### src/rtl/heat_row_painter.sv
// Latches one grid row of Q4.27 node amplitudes and paints each node as a
// CELL_W x CELL_H RGB332 heat-map block through the pixel-write port.
module heat_row_painter #(
  parameter int N_COLS   = 30,
  parameter int CELL_W   = 8,
  parameter int CELL_H   = 8,
  parameter int X_OFFSET = 0,
  parameter int Y_OFFSET = 0
) (
  input  logic                  clk_50,
  input  logic                  reset,
  input  logic                  row_valid,
  input  logic [7:0]            row_index,
  input  logic [7:0]            height,
  input  logic [32*N_COLS-1:0]  node_flat,
  output logic                  row_ready,
  output logic                  pix_we,
  output logic [9:0]            pix_x,
  output logic [9:0]            pix_y,
  output logic [7:0]            pix_color,
  input  logic                  pix_ack,
  output logic                  frame_done
);

  typedef enum logic [1:0] {IDLE, PAINT, FINISH} state_t;

  localparam logic [9:0] LAST_COL = 10'(N_COLS - 1);
  localparam logic [9:0] LAST_PX  = 10'(CELL_W - 1);
  localparam logic [9:0] LAST_PY  = 10'(CELL_H - 1);

  state_t                 state, state_nx;
  logic [32*N_COLS-1:0]   row_q;
  logic [7:0]             row_idx_q;
  logic [9:0]             col, px, py;
  logic                   adv, last_pix;
  logic [31:19]           amp;
  logic [7:0]             idx;
  logic [7:0]             color;

  assign adv      = (state == PAINT) && pix_ack;
  assign last_pix = (col == LAST_COL) && (px == LAST_PX) && (py == LAST_PY);

  always_ff @(posedge clk_50 or posedge reset) begin
    if (reset) state <= IDLE;
    else       state <= state_nx;
  end

  always_comb begin
    state_nx   = state;
    row_ready  = 1'b0;
    pix_we     = 1'b0;
    frame_done = 1'b0;
    case (state)
      IDLE: begin
        row_ready = 1'b1;
        if (row_valid) state_nx = PAINT;
      end
      PAINT: begin
        pix_we = 1'b1;
        if (adv && last_pix) state_nx = FINISH;
      end
      FINISH: begin
        frame_done = (row_idx_q == height);
        state_nx   = IDLE;
      end
      default: state_nx = IDLE;
    endcase
  end

  // Scan counters: px fastest, then py, then col; all wrap to 0 after the last pixel.
  always_ff @(posedge clk_50 or posedge reset) begin
    if (reset) begin
      row_q     <= '0;
      row_idx_q <= '0;
      col       <= '0;
      px        <= '0;
      py        <= '0;
    end else if (state == IDLE && row_valid) begin
      row_q     <= node_flat;
      row_idx_q <= row_index;
      col       <= '0;
      px        <= '0;
      py        <= '0;
    end else if (adv) begin
      if (px == LAST_PX) begin
        px <= '0;
        if (py == LAST_PY) begin
          py  <= '0;
          col <= (col == LAST_COL) ? '0 : col + 10'd1;
        end else begin
          py <= py + 10'd1;
        end
      end else begin
        px <= px + 10'd1;
      end
    end
  end

  // Only the sign, integer and top 8 fraction bits of the amplitude matter.
  assign amp = row_q[32*col + 19 +: 13];

  always_comb begin
    if (amp[31])           idx = '0;
    else if (|amp[30:27])  idx = '1;
    else                   idx = amp[26:19];
  end

  assign color = {idx[7:5],
                  idx[7] ? ~idx[6:4] : idx[6:4],
                  idx[7] ? 2'b00     : ~idx[6:5]};

  // Pixel outputs are forced to zero outside PAINT so the idle port is quiet.
  assign pix_x     = (state == PAINT) ? 10'(X_OFFSET) + col * 10'(CELL_W) + px : '0;
  assign pix_y     = (state == PAINT) ? 10'(Y_OFFSET) + 10'(row_idx_q) * 10'(CELL_H) + py : '0;
  assign pix_color = (state == PAINT) ? color : '0;

endmodule

### config.mk
export PLATFORM = sky130hd
export DESIGN_NAME = heat_row_painter
export DESIGN_NICKNAME = d
export VERILOG_FILES = /design/src/rtl/heat_row_painter.sv
export SDC_FILE = /design/constraint.sdc
export NUM_CORES = 1
export LEC_CHECK = 0
export BUFFER_PORTS_ARGS = -buffer_cell sky130_fd_sc_hd__buf_2
export CAP_MARGIN = 20
export CORE_AREA = 2 2 390 392
export DETAILED_ROUTE_END_ITERATION = 12
export DIE_AREA = 0 0 392 394
export PLACE_DENSITY = 0.34
export SLEW_MARGIN = 20
export SYNTH_ARGS = -nofsm -noshare
export SYNTH_HDL_FRONTEND = slang
export SYNTH_SLANG_ARGS = --single-unit
export TNS_END_PERCENT = 30
### constraint.sdc
create_clock -name clk_50 -period 24.8 [get_ports clk_50]
set_input_delay 4.96 -clock clk_50 [delete_from_list [all_inputs] [get_ports clk_50]]
set_output_delay 4.96 -clock clk_50 [all_outputs]
set_load 0.05 [all_outputs]
# Yosys cells after proc, flatten, opt, wreduce, memory -nomap -nowiden

Cells that the tools add are included.

Output and inout port bits: 31
Flip-flop bits (word level): 1000
Input port bits: 980
Word-level logic and storage cells: 61

Eq/ne operators: 8
Mux-type cells: 25
Add/subtract/negate cells: 6
Shift operators: 1
Bitwise operators: 2
Reductions and logical operators: 13

Operators with widths:

| operator                                               | number |
|---|---|
| indexed part select 960 x 17 -> 13 bit                 | 1 |
| two-way mux 10 bit                                     | 14 |
| adder 10 x 1 -> 10 bit (second input constant)         | 3 |
| two-way mux 8 bit                                      | 3 |
| adder 10 bit                                           | 2 |
| equality test 10 x 3 -> 1 bit (second input constant)  | 2 |
| adder 15 x 5 -> 16 bit (second input constant)         | 1 |
| equality test 10 x 5 -> 1 bit (second input constant)  | 1 |
| equality test 8 bit                                    | 1 |
| two-way mux 2 bit                                      | 3 |
| nonzero test 2 bit                                     | 3 |
| logical AND 1 bit                                      | 5 |
| one-hot mux 2 bit (2 select lines)                     | 1 |
| AND reduction 2 bit                                    | 2 |
| OR reduction 4 bit                                     | 1 |
| two-way mux 1 bit                                      | 3 |
| two-way mux 3 bit                                      | 1 |
| NOT 3 bit                                              | 1 |
| AND reduction 3 bit                                    | 1 |
| equality test 2 x 1 -> 1 bit (second input constant)   | 1 |
| equality test 2 bit (second input constant)            | 1 |
| logical NOT 2 bit                                      | 1 |
| inequality test 2 x 1 -> 1 bit (second input constant) | 1 |
| inequality test 2 bit (second input constant)          | 1 |
| NOT 2 bit                                              | 1 |

# Logic depth before layout (Yosys ltp)

Gate-level depths: netlist of the first run.

Depth after elaboration: 8
Depth in mapped cells: 11
Mapped depth without buffers: 8

# Least setup slack after synthesis of the first run

No wires, ideal clock.

Path kind: input to output
Start: input port height[4]
End: output port frame_done
Required time: 19.840 ns
Arrival: 7.097 ns
Stages on the path: 4
Path buffers: 0
Slack: 12.743 ns
Path through: xor2_1 -> nor4_1 -> nand4_1 -> nor4b_1

Cells in the longest elaborated chain, start to end: 2

RTL lines:

| what                | line | source |
|---|---|---|
| start: declaration  | 14   | `input logic [7:0] height,` |
| equality test 8 bit | 63   | `frame_done = (row_idx_q == height);` |
| two-way mux 1 bit   | 53   | `case (state)` |
| end: declaration    | 22   | `output logic frame_done` |

Every way passes these cells.

# Final worst setup path of the first run

Same ends and word-level chain as after synthesis.

==> out/qor.csv, run 1 <==
stage,metric,value,unit
timing,final slew viol count,0,
setup_path,type of origin of the critical path,primary input,
detailed_routing,first-pass detailed-route iteration total,4,
final_layout,Finished Core Util,0.133,
detailed_routing,violation count after the first detailed-route iteration,456,
floorplan,Die Y-Extent,394,µm
detailed_routing,detailed-route vias per instance,3.11,
final_layout,share of cells above drive strength 1,0.231,
setup_path,worst reg2reg endpoint,col[7]$_DFFE_PP0P_,
yosys,synth unique cells,70,
yosys,number of storage elements in the synthesis netlist,310,
timing,slew at the pin closest to its max-slew limit,1.04,ns
timing,RSZ-0062 raised after global routing,false,
final_layout,P&R area growth vs syn,36.7,%
clocking,worst skew pair latency,0.61,ns
timing,Final Hold Viols,0,
job,number of max-cap violations,0,
power,leakage power total,0.0100,µW
clocking,number of instances resized during post-cts repair,0,
timing,share of the cycle needed by the critical path after routing,0.456,
yosys,combined area of all synthesized cells,14700,µm²
timing,post-layout min period,11.30,ns
yosys,mean instance size in the synthesized netlist,8.88,µm²
placed_design,Port-buffer cells,320,
placed_design,hpwl dp,56.4,mm
floorplan,I/O pin count,1011,
timing,fmax,88.5,MHz
final_layout,area of all placed cells without fillers,20000,µm²
global_routing,global routing usage summed across all routing layers,0.0945,
yosys,multiplexer area fraction after synthesis,0.0696,
timing,Post-Route Setup TNS,0,ns
clocking,number of sinks on the clock net,310,
setup_path,worst reg2reg path startpoint,col[0]$_DFFE_PP0P_,
yosys,cell count after synthesis,1650,
global_routing,initial antenna violation count,50,
setup_path,crit path from,height[4],
final_layout,total number of nets in the final design,2948,
yosys,adder and majority cell fraction of the synthesized area,0.0181,
yosys,"Primary FF master, synth",sky130_fd_sc_hd__dfrtp_1,
floorplan,Row Count,143,
yosys,fraction of the mapped netlist area in compound gates,0.0441,
clocking,clock input transition at the sequential cells of the worst setup and hold paths,0.05,ns
floorplan,initial standard-cell utilization of the core,0.0973,
yosys,number of enable flip-flop cells after synthesis,0,
hold_path,class of the most critical hold timing path,reg2reg,
setup_path,worst setup path endpoint,frame_done,
global_routing,global-route wire length before repair,102,mm
placed_design,routability-driven placement congestion ratio,0.738,
yosys,number of nets in the synthesized netlist,2650,
clocking,number of H-tree levels,2,
timing,final setup skew,0.0288,ns
setup_path,data arrival time at the worst-slack endpoint,6.34,ns
timing,final setup violation count,0,
clocking,post-CTS setup repair buffer count,0,
power,power per cell area,61.1,nW/µm²
global_routing,sum of overflow across all layers after global routing,0,
yosys,sequential share of the synthesized area,0.529,
setup_path,Critical Path RT,19.84,ns
clocking,hold buffer count at cts,0,
yosys,largest family of logic cells by synthesized area,simple AND/OR/NAND/NOR gates,
setup_path,kind of critical path,in2out,
setup_path,Critical Path End Type,output pin,
clocking,Clock Root Buffer,sky130_fd_sc_hd__clkbuf_16,
floorplan,standard cell core area,151000,µm²
placed_design,Placed Area,18600,µm²
detailed_routing,Antenna Nets Post-Route,0,
floorplan,die width,392,µm
detailed_routing,WL/cell,18.3,µm
detailed_routing,DRC Markers,0,
timing,Max-slew headroom,0.308,
detailed_routing,drt total wl,73.4,mm
detailed_routing,total via count after detailed routing,12500,
final_layout,fillcell total,17500,
setup_path,r2r setup slk,21.42,ns
clocking,TritonCTS clock tree,yes,
setup_path,highest net fanout along the worst path,1,
yosys,share of synthesized registers carrying an async set or reset,1.00,
global_routing,largest net degree at the start of global routing,170,
floorplan,die area,154000,µm²
clocking,TritonCTS Buffers,43,
global_routing,number of global-route vias before repair,13100,
yosys,warning count from the yosys run,0,
clocking,maximum buffer depth of the clock tree,3,
power,Max IR drop VDD,0.0000476,V
setup_path,count of cells along the worst register-to-register path,8,
outcome,status,finished clean,
yosys,xor/xnor share of the synthesized area,0.0221,
yosys,synthesized-area fraction occupied by and/or/nand/nor cells,0.285,
## power breakdown
group / leakage, µW / total, µW / internal [µW] / switching, µW
combinational: 0.00504 / 82.7 / 28.6 / 54.1
sequential: 0.00430 / 516 / 510 / 6.12
clock: 0.000686 / 625 / 357 / 268
total: 0.0100 / 1220 / 895 / 329
## cell type report
type | instances | area (µm²) | share of cell area
Clock buffer | 59 | 1220 | 0.0607
Multi-Input combinational cell | 1235 | 6450 | 0.322
Sequential cell | 310 | 7760 | 0.388
Timing Repair Buffer | 343 | 1800 | 0.0898
Tap cell | 2030 | 2540 | 0.127
Clock inverter | 16 | 170 | 0.00849
Antenna cell | 13 | 32.5 | 0.00162
Inverter | 15 | 63.8 | 0.00318
## layer usage
layer  GRT usage  wire length (µm)
met5           0               370
met4      0.0198              1420
met3      0.0370              6110
met2       0.152             33600
met1       0.119             31900
## cells in the mapped netlist, types with 3 or more instances
master,n,share of area
sky130_fd_sc_hd__or4_1,5,0.0026
sky130_fd_sc_hd__buf_2,12,0.0041
sky130_fd_sc_hd__ha_1,18,0.015
sky130_fd_sc_hd__xor2_1,19,0.011
sky130_fd_sc_hd__a21oi_1,20,0.0068
sky130_fd_sc_hd__nand2_1,869,0.22
sky130_fd_sc_hd__inv_1,14,0.0036
sky130_fd_sc_hd__o221ai_1,5,0.0030
sky130_fd_sc_hd__o21bai_1,4,0.0020
sky130_fd_sc_hd__nor2b_1,6,0.0026
sky130_fd_sc_hd__mux4_1,11,0.020
sky130_fd_sc_hd__buf_4,3,0.0015
sky130_fd_sc_hd__nand2b_1,7,0.0030
sky130_fd_sc_hd__dfrtp_1,310,0.53
sky130_fd_sc_hd__nand3_1,16,0.0055
sky130_fd_sc_hd__clkbuf_1,58,0.015
sky130_fd_sc_hd__nor3b_1,6,0.0031
sky130_fd_sc_hd__nor4_1,18,0.0077
sky130_fd_sc_hd__o21ai_0,26,0.0089
sky130_fd_sc_hd__nand4_1,8,0.0034
sky130_fd_sc_hd__nor4b_1,4,0.0024
sky130_fd_sc_hd__xnor2_1,18,0.011
sky130_fd_sc_hd__nor2_1,36,0.0092
sky130_fd_sc_hd__and3_1,10,0.0043
sky130_fd_sc_hd__mux4_2,22,0.034
sky130_fd_sc_hd__mux2i_1,13,0.0089
sky130_fd_sc_hd__and2_1,16,0.0068
sky130_fd_sc_hd__a221oi_1,3,0.0018
sky130_fd_sc_hd__mux2_2,8,0.0061
sky130_fd_sc_hd__buf_1,13,0.0033
sky130_fd_sc_hd__nor3_1,14,0.0048
sky130_fd_sc_hd__a311oi_1,3,0.0018
sky130_fd_sc_hd__a21o_1,8,0.0041
## worst min path at each step
stage,start,to,depth (start not counted)
after global placement,row_q[447]$_DFFE_PP0P_,row_q[447]$_DFFE_PP0P_,2
after global routing,row_q[920]$_DFFE_PP0P_,row_q[920]$_DFFE_PP0P_,2
after floorplan,row_q[30]$_DFFE_PP0P_,row_q[30]$_DFFE_PP0P_,2
after detailed placement,row_q[732]$_DFFE_PP0P_,row_q[732]$_DFFE_PP0P_,2
final,row_q[668]$_DFFE_PP0P_,row_q[668]$_DFFE_PP0P_,2
after CTS,row_q[732]$_DFFE_PP0P_,row_q[732]$_DFFE_PP0P_,2
## per-stage QoR
step	setup slack [ns]	total power (µW)	hold slack, ns	cells
final	13.50	1220	0.465	4021
after global routing	13.43	1280	0.488	4010
after CTS	13.45	1260	0.469	4008
after detailed placement	13.46	612	0.454	3933
after global placement	13.46	612	0.453	3933
after floorplan	11.27	563	0.437	1650
## registers in the layout, summed over array words and instances, names as in the netlist
register / count
px: 10
col: 10
row_q: 270
state: 2
row_idx_q: 8
py: 10
## worst max-delay path: stages
cell	delay (ns)
sky130_fd_sc_hd__buf_2	0.10
sky130_fd_sc_hd__xor2_1	0.15
sky130_fd_sc_hd__nor4_1	0.29
sky130_fd_sc_hd__nand4_1	0.17
sky130_fd_sc_hd__nor4b_1	0.25
sky130_fd_sc_hd__buf_2	0.41
## cells by family (layout without fill, tap and decap cells)
| logic type | count (synthesis) | count (layout) |
|---|---|---|
| simple gates | 1027 | 1027 |
| flops | 310 | 310 |
| buf+inv | 105 | 433 |
| compound gates | 96 | 96 |
| mux | 55 | 55 |
| xor+xnor | 37 | 37 |
| fa+ha+maj | 20 | 20 |
| other cells | 0 | 13 |
## layout by cell type, fill, tap and decap left out, drive strengths merged, types with 15 or more instances in the layout
cell type,instances
nor3,15
inv,16
mux4,33
dfrtp,310
xor2,19
o21ai,28
and2,17
nand3,16
a21oi,20
xnor2,18
nand2,869
nor4,18
clkbuf,59
buf,343
ha,18
nor2,36
Power figures use the tool's default switching activity.
==> run 2, diff against run 1 <==
Settings changed: CORE_AREA 2 2 390 392 to 2 2 395 397, DIE_AREA 0 0 392 394 to 0 0 397 399, PLACE_DENSITY 0.34 to 0.33.
Clock period 24.8 ns to 10.9 ns, I/O delays scaled along.
==> out/qor.csv, run 2 (synthesis results as in run 1) <==
stage,metric,value,unit
timing,Post-Route Setup TNS,0,ns
setup_path,data arrival time at the worst-slack endpoint,4.75,ns
clocking,worst skew pair latency,0.62,ns
floorplan,Row Count,144,
detailed_routing,total via count after detailed routing,12500,
final_layout,Finished Core Util,0.131,
detailed_routing,first-pass detailed-route iteration total,5,
timing,final setup violation count,0,
timing,fmax,144,MHz
detailed_routing,drt total wl,74.0,mm
placed_design,worst slack at placement,4.31,ns
floorplan,initial standard-cell utilization of the core,0.0953,
setup_path,Critical Path End Type,output pin,
placed_design,routability-driven placement congestion ratio,0.743,
clocking,TritonCTS Buffers,45,
final_layout,"count of placed standard cells in the final layout, fillers left out",4031,
clocking,TritonCTS clock tree,yes,
timing,share of the cycle needed by the critical path after routing,0.636,
clocking,clock input transition at the sequential cells of the worst setup and hold paths,0.06,ns
clocking,Clock Root Buffer,sky130_fd_sc_hd__clkbuf_16,
placed_design,hpwl dp,56.3,mm
power,"sum of internal, switching and leakage power",2910,µW
global_routing,initial antenna violation count,52,
clocking,hold buffer count at cts,0,
power,leakage power total,0.0101,µW
hold_path,class of the most critical hold timing path,reg2reg,
global_routing,global routing usage summed across all routing layers,0.0921,
placed_design,placed instance count,3948,
clocking,number of instances resized during post-cts repair,0,
global_routing,global-route wire length before repair,102,mm
detailed_routing,detailed-route vias per instance,3.10,
power,power per cell area,144,nW/µm²
placed_design,Port-buffer cells,320,
final_layout,"commonest non-fill, non-tap cells in the layout","868 x sky130_fd_sc_hd__nand2_1, 320 x sky130_fd_sc_hd__buf_2, 308 x sky130_fd_sc_hd__dfrtp_1",
timing,final slew viol count,0,
final_layout,total number of nets in the final design,2951,
timing,Final Hold Viols,0,
detailed_routing,Antenna Nets Post-Route,0,
final_layout,P&R area growth vs syn,37.7,%
power,Max IR drop VDD,0.0000981,V
floorplan,I/O pin count,1011,
global_routing,sum of overflow across all layers after global routing,0,
clocking,number of H-tree levels,2,
final_layout,share of cells above drive strength 1,0.235,
detailed_routing,DRC Markers,0,
job,number of max-cap violations,0,
timing,post-layout min period,6.93,ns
outcome,status,finished clean,
final_layout,flip-flop count of the largest register after layout,270,
floorplan,standard cell core area,154000,µm²
final_layout,largest register by flop count,row_q,
clocking,post-CTS setup repair buffer count,0,
timing,RSZ-0062 raised after global routing,false,
global_routing,largest net degree at the start of global routing,167,
detailed_routing,WL/cell,18.4,µm
final_layout,most frequent standard cell in the layout excluding fill and tap cells,sky130_fd_sc_hd__nand2_1,
floorplan,Die Y-Extent,399,µm
timing,worst setup slack after layout,3.97,ns
clocking,number of sinks on the clock net,310,
global_routing,number of global-route vias before repair,13000,
setup_path,highest net fanout along the worst path,34,
floorplan,die width,397,µm
setup_path,type of origin of the critical path,flip-flop,
detailed_routing,violation count after the first detailed-route iteration,664,
floorplan,die area,158000,µm²
timing,slew at the pin closest to its max-slew limit,0.992,ns
timing,final setup skew,0.0358,ns
setup_path,kind of critical path,reg2out,
setup_path,Critical Path RT,8.72,ns
timing,Max-slew headroom,0.339,
clocking,maximum buffer depth of the clock tree,3,
-- run 2: where the power goes --
group / total [µW] / internal [µW] / switching [µW] / leakage [µW]
clock: 1540 / 919 / 624 / 0.000748
sequential: 1180 / 1160 / 16.4 / 0.00430
combinational: 191 / 64.8 / 126 / 0.00505
-- run 2: final timing paths --
path	from	endpoint	slack, ns	cells past startpoint
worst max register to register	col[1]$_DFFE_PP0P_	col[7]$_DFFE_PP0P_	7.46	9
max in group asynchronous	reset	row_q[475]$_DFFE_PP0P_	7.15	4
worst min-delay path	row_q[473]$_DFFE_PP0P_	row_q[473]$_DFFE_PP0P_	0.47	2
worst min register to register	row_q[473]$_DFFE_PP0P_	row_q[473]$_DFFE_PP0P_	0.47	2
min in group asynchronous	reset	row_q[955]$_DFFE_PP0P_	1.69	2
worst max-delay path	col[0]$_DFFE_PP0P_	pix_color[4]	3.97	10
-- run 2: routing by layer --
layer / vias up / global-route usage / routed length [µm] / part of all wire
met1: 5993 / 0.117 / 32800 / 0.44
met2: 304 / 0.141 / 32500 / 0.44
li1: 5959 / - / - / -
met5: - / 0 / 417 / 0.0056
met3: 152 / 0.0395 / 6250 / 0.084
met4: 70 / 0.0261 / 2060 / 0.028
-- run 2: final cells by class --
cell class              count  area (µm²)
clock inverters            15         206
repair buffers            344        1790
well taps                2044        2560
diodes                      5        12.5
flip-flops and latches    310        7760
clock buffers              63        1320
multi-input cells        1235        6460
fillers                 17700      134000
inverters                  15        63.8
-- run 2: stage by stage --
step	cell area [µm²]	hold WS [ns]
2_1_floorplan	14700	0.437
3_3_place_gp	18600	0.451
3_5_place_dp	18600	0.456
4_1_cts	20200	0.470
5_1_grt	20200	0.487
6_report	20200	0.465
-- run 2: worst max-delay path, stage by stage, from the launching register on --
cell,delay [ns]
sky130_fd_sc_hd__dfrtp_4,0.88
sky130_fd_sc_hd__buf_4,0.55
sky130_fd_sc_hd__nand2b_1,0.41
sky130_fd_sc_hd__a31oi_1,0.34
sky130_fd_sc_hd__o21ai_0,0.31
sky130_fd_sc_hd__a211oi_1,0.48
sky130_fd_sc_hd__a21o_1,0.22
sky130_fd_sc_hd__o21ai_0,0.18
sky130_fd_sc_hd__ha_1,0.31
sky130_fd_sc_hd__and2_1,0.14
sky130_fd_sc_hd__buf_2,0.28
==> run 3, diff against run 2 <==
Clock period 10.9 ns to 6.45 ns, I/O delays scaled along.
==> out/qor.csv, run 3 (synthesis results as in run 1) <==
stage,metric,value,unit
outcome,status,finished clean,
power,net switching share of the total power,0.259,
clocking,number of sinks on the clock net,310,
setup_path,worst reg2reg path startpoint,px[3]$_DFFE_PP0P_,
setup_path,highest net fanout along the worst path,21,
timing,final setup violation count,0,
power,Internal Power,3600,µW
detailed_routing,first-pass detailed-route iteration total,5,
placed_design,routability-driven placement congestion ratio,0.732,
global_routing,global-route wire length before repair,103,mm
global_routing,global routing usage summed across all routing layers,0.0931,
power,power per cell area,240,nW/µm²
setup_path,Critical Path RT,5.16,ns
placed_design,hpwl dp,57.1,mm
floorplan,initial standard-cell utilization of the core,0.0953,
clocking,maximum buffer depth of the clock tree,3,
clocking,hold buffer count at cts,0,
floorplan,standard cell core area,154000,µm²
power,clock group share of total power,0.524,
job,number of max-cap violations,0,
timing,fmax,178,MHz
timing,Max-slew headroom,0.318,
setup_path,Critical Path End Type,output pin,
clocking,clock input transition at the sequential cells of the worst setup and hold paths,0.06,ns
power,Sw Pwr,1260,µW
timing,final slew viol count,0,
floorplan,I/O pin count,1011,
final_layout,total number of nets in the final design,2963,
power,Max IR drop VDD,0.000153,V
timing,Post-Route Setup TNS,0,ns
global_routing,largest net degree at the start of global routing,145,
floorplan,die area,158000,µm²
setup_path,count of cells along the worst register-to-register path,7,
setup_path,r2r setup slk,3.16,ns
setup_path,number of stages on the worst setup path,9,
hold_path,class of the most critical hold timing path,reg2reg,
global_routing,sum of overflow across all layers after global routing,0,
timing,share of the cycle needed by the critical path after routing,0.870,
clocking,Clock Root Buffer,sky130_fd_sc_hd__clkbuf_16,
floorplan,Die Y-Extent,399,µm
clocking,number of instances resized during post-cts repair,0,
setup_path,crit path from,col[0]$_DFFE_PP0P_,
detailed_routing,DRC Markers,0,
detailed_routing,detailed-route vias per instance,3.10,
final_layout,most frequent standard cell in the layout excluding fill and tap cells,sky130_fd_sc_hd__nand2_1,
timing,final setup skew,0.0217,ns
detailed_routing,total via count after detailed routing,12600,
setup_path,cell family with the largest share of critical-path delay,multiplexers,
setup_path,worst reg2reg endpoint,col[7]$_DFFE_PP0P_,
timing,Final Hold Viols,0,
timing,RSZ-0062 raised after global routing,false,
setup_path,type of origin of the critical path,flip-flop,
global_routing,initial antenna violation count,53,
setup_path,Slowest Stage Delay on Critical Path,0.75,ns
setup_path,CP Cell Sequence,buf_4 -> mux4_1 -> mux2i_1 -> a311oi_1 -> nand4_1 -> a21bo_2 -> ha_1 -> and2_1 -> buf_2,
global_routing,number of global-route vias before repair,13100,
detailed_routing,violation count after the first detailed-route iteration,587,
final_layout,P&R area growth vs syn,38.4,%
final_layout,share of cells above drive strength 1,0.238,
setup_path,data arrival time at the worst-slack endpoint,4.32,ns
power,leakage power total,0.0102,µW
power,"sum of internal, switching and leakage power",4860,µW
final_layout,"commonest non-fill, non-tap cells in the layout","868 x sky130_fd_sc_hd__nand2_1, 320 x sky130_fd_sc_hd__buf_2, 308 x sky130_fd_sc_hd__dfrtp_1",
setup_path,cell at the slowest stage of the critical path,sky130_fd_sc_hd__dfrtp_4,
clocking,worst skew pair latency,0.61,ns
clocking,TritonCTS Buffers,46,
timing,post-layout min period,5.61,ns
clocking,TritonCTS clock tree,yes,
detailed_routing,drt total wl,74.5,mm
timing,slew at the pin closest to its max-slew limit,1.01,ns
clocking,number of H-tree levels,2,
power,part of the total power dissipated in combinational logic,0.067,
setup_path,count of buffering cells on the critical path with inverters included,2,
floorplan,Row Count,144,
timing,post-route worst hold slack,0.466,ns
final_layout,largest register by flop count,row_q,
placed_design,Port-buffer cells,320,
detailed_routing,Antenna Nets Post-Route,0,
power,Flop pwr share,0.409,
clocking,post-CTS setup repair buffer count,0,
setup_path,kind of critical path,reg2out,
detailed_routing,WL/cell,18.4,µm
final_layout,Finished Core Util,0.132,
setup_path,worst setup path endpoint,pix_color[4],
floorplan,die width,397,µm
final_layout,flip-flop count of the largest register after layout,270,
final_layout,fillcell total,17700,
[run 3: metal layers]
metal,wire length [µm],vias up,global-route usage
met5,416,-,0
met1,33000,6013,0.119
met4,2020,66,0.0253
met3,5320,164,0.0331
met2,33700,315,0.148
li1,-,5998,-
[run 3: power groups by stage]
stage          sequential [µW]  combinational [µW]  clock, µW
2_1_floorplan             2010                 154          0
3_3_place_gp              2020                 338          0
3_5_place_dp              2020                 338          0
4_1_cts                   1990                 339       2660
5_1_grt                   1990                 358       2720
6_report                  1990                 324       2550
[run 3: final cells by class]
type | instances | area (µm²) | share of cell area
Antenna cell | 6 | 15.0 | 0.000740
Clock buffer | 67 | 1350 | 0.0666
Clock inverter | 15 | 154 | 0.00759
Inverter | 15 | 60.1 | 0.00296
Multi-Input combinational cell | 1235 | 6450 | 0.318
Sequential cell | 310 | 7760 | 0.383
Tap cell | 2044 | 2560 | 0.126
Timing Repair Buffer | 355 | 1930 | 0.0954
[run 3: stage by stage]
step	std cells	cell area, µm²	setup slack, ns
after CTS	4041	20300	0.542
after floorplan	1650	14700	1.03
after global placement	3958	18700	1.27
final	4047	20300	0.841
after detailed placement	3959	18800	1.23
after global routing	4042	20300	0.574
[run 3: worst min-delay path: cells and delay by family, from the launching register on]
family / cells / cell delay [ns]
flip-flops: 1 / 0.33
AND/OR/NAND/NOR: 2 / 0.10
[run 3: worst min-delay path by stage]
stage                            from                     end  slack, ns  cells after the start
5_1_grt        row_q[858]$_DFFE_PP0P_  row_q[858]$_DFFE_PP0P_       0.48                      2
6_report       row_q[447]$_DFFE_PP0P_  row_q[447]$_DFFE_PP0P_       0.47                      2
4_1_cts        row_q[311]$_DFFE_PP0P_  row_q[311]$_DFFE_PP0P_       0.47                      2
2_1_floorplan   row_q[30]$_DFFE_PP0P_   row_q[30]$_DFFE_PP0P_       0.44                      2
3_3_place_gp   row_q[702]$_DFFE_PP0P_  row_q[702]$_DFFE_PP0P_       0.45                      2
3_5_place_dp    row_q[94]$_DFFE_PP0P_   row_q[94]$_DFFE_PP0P_       0.46                      2
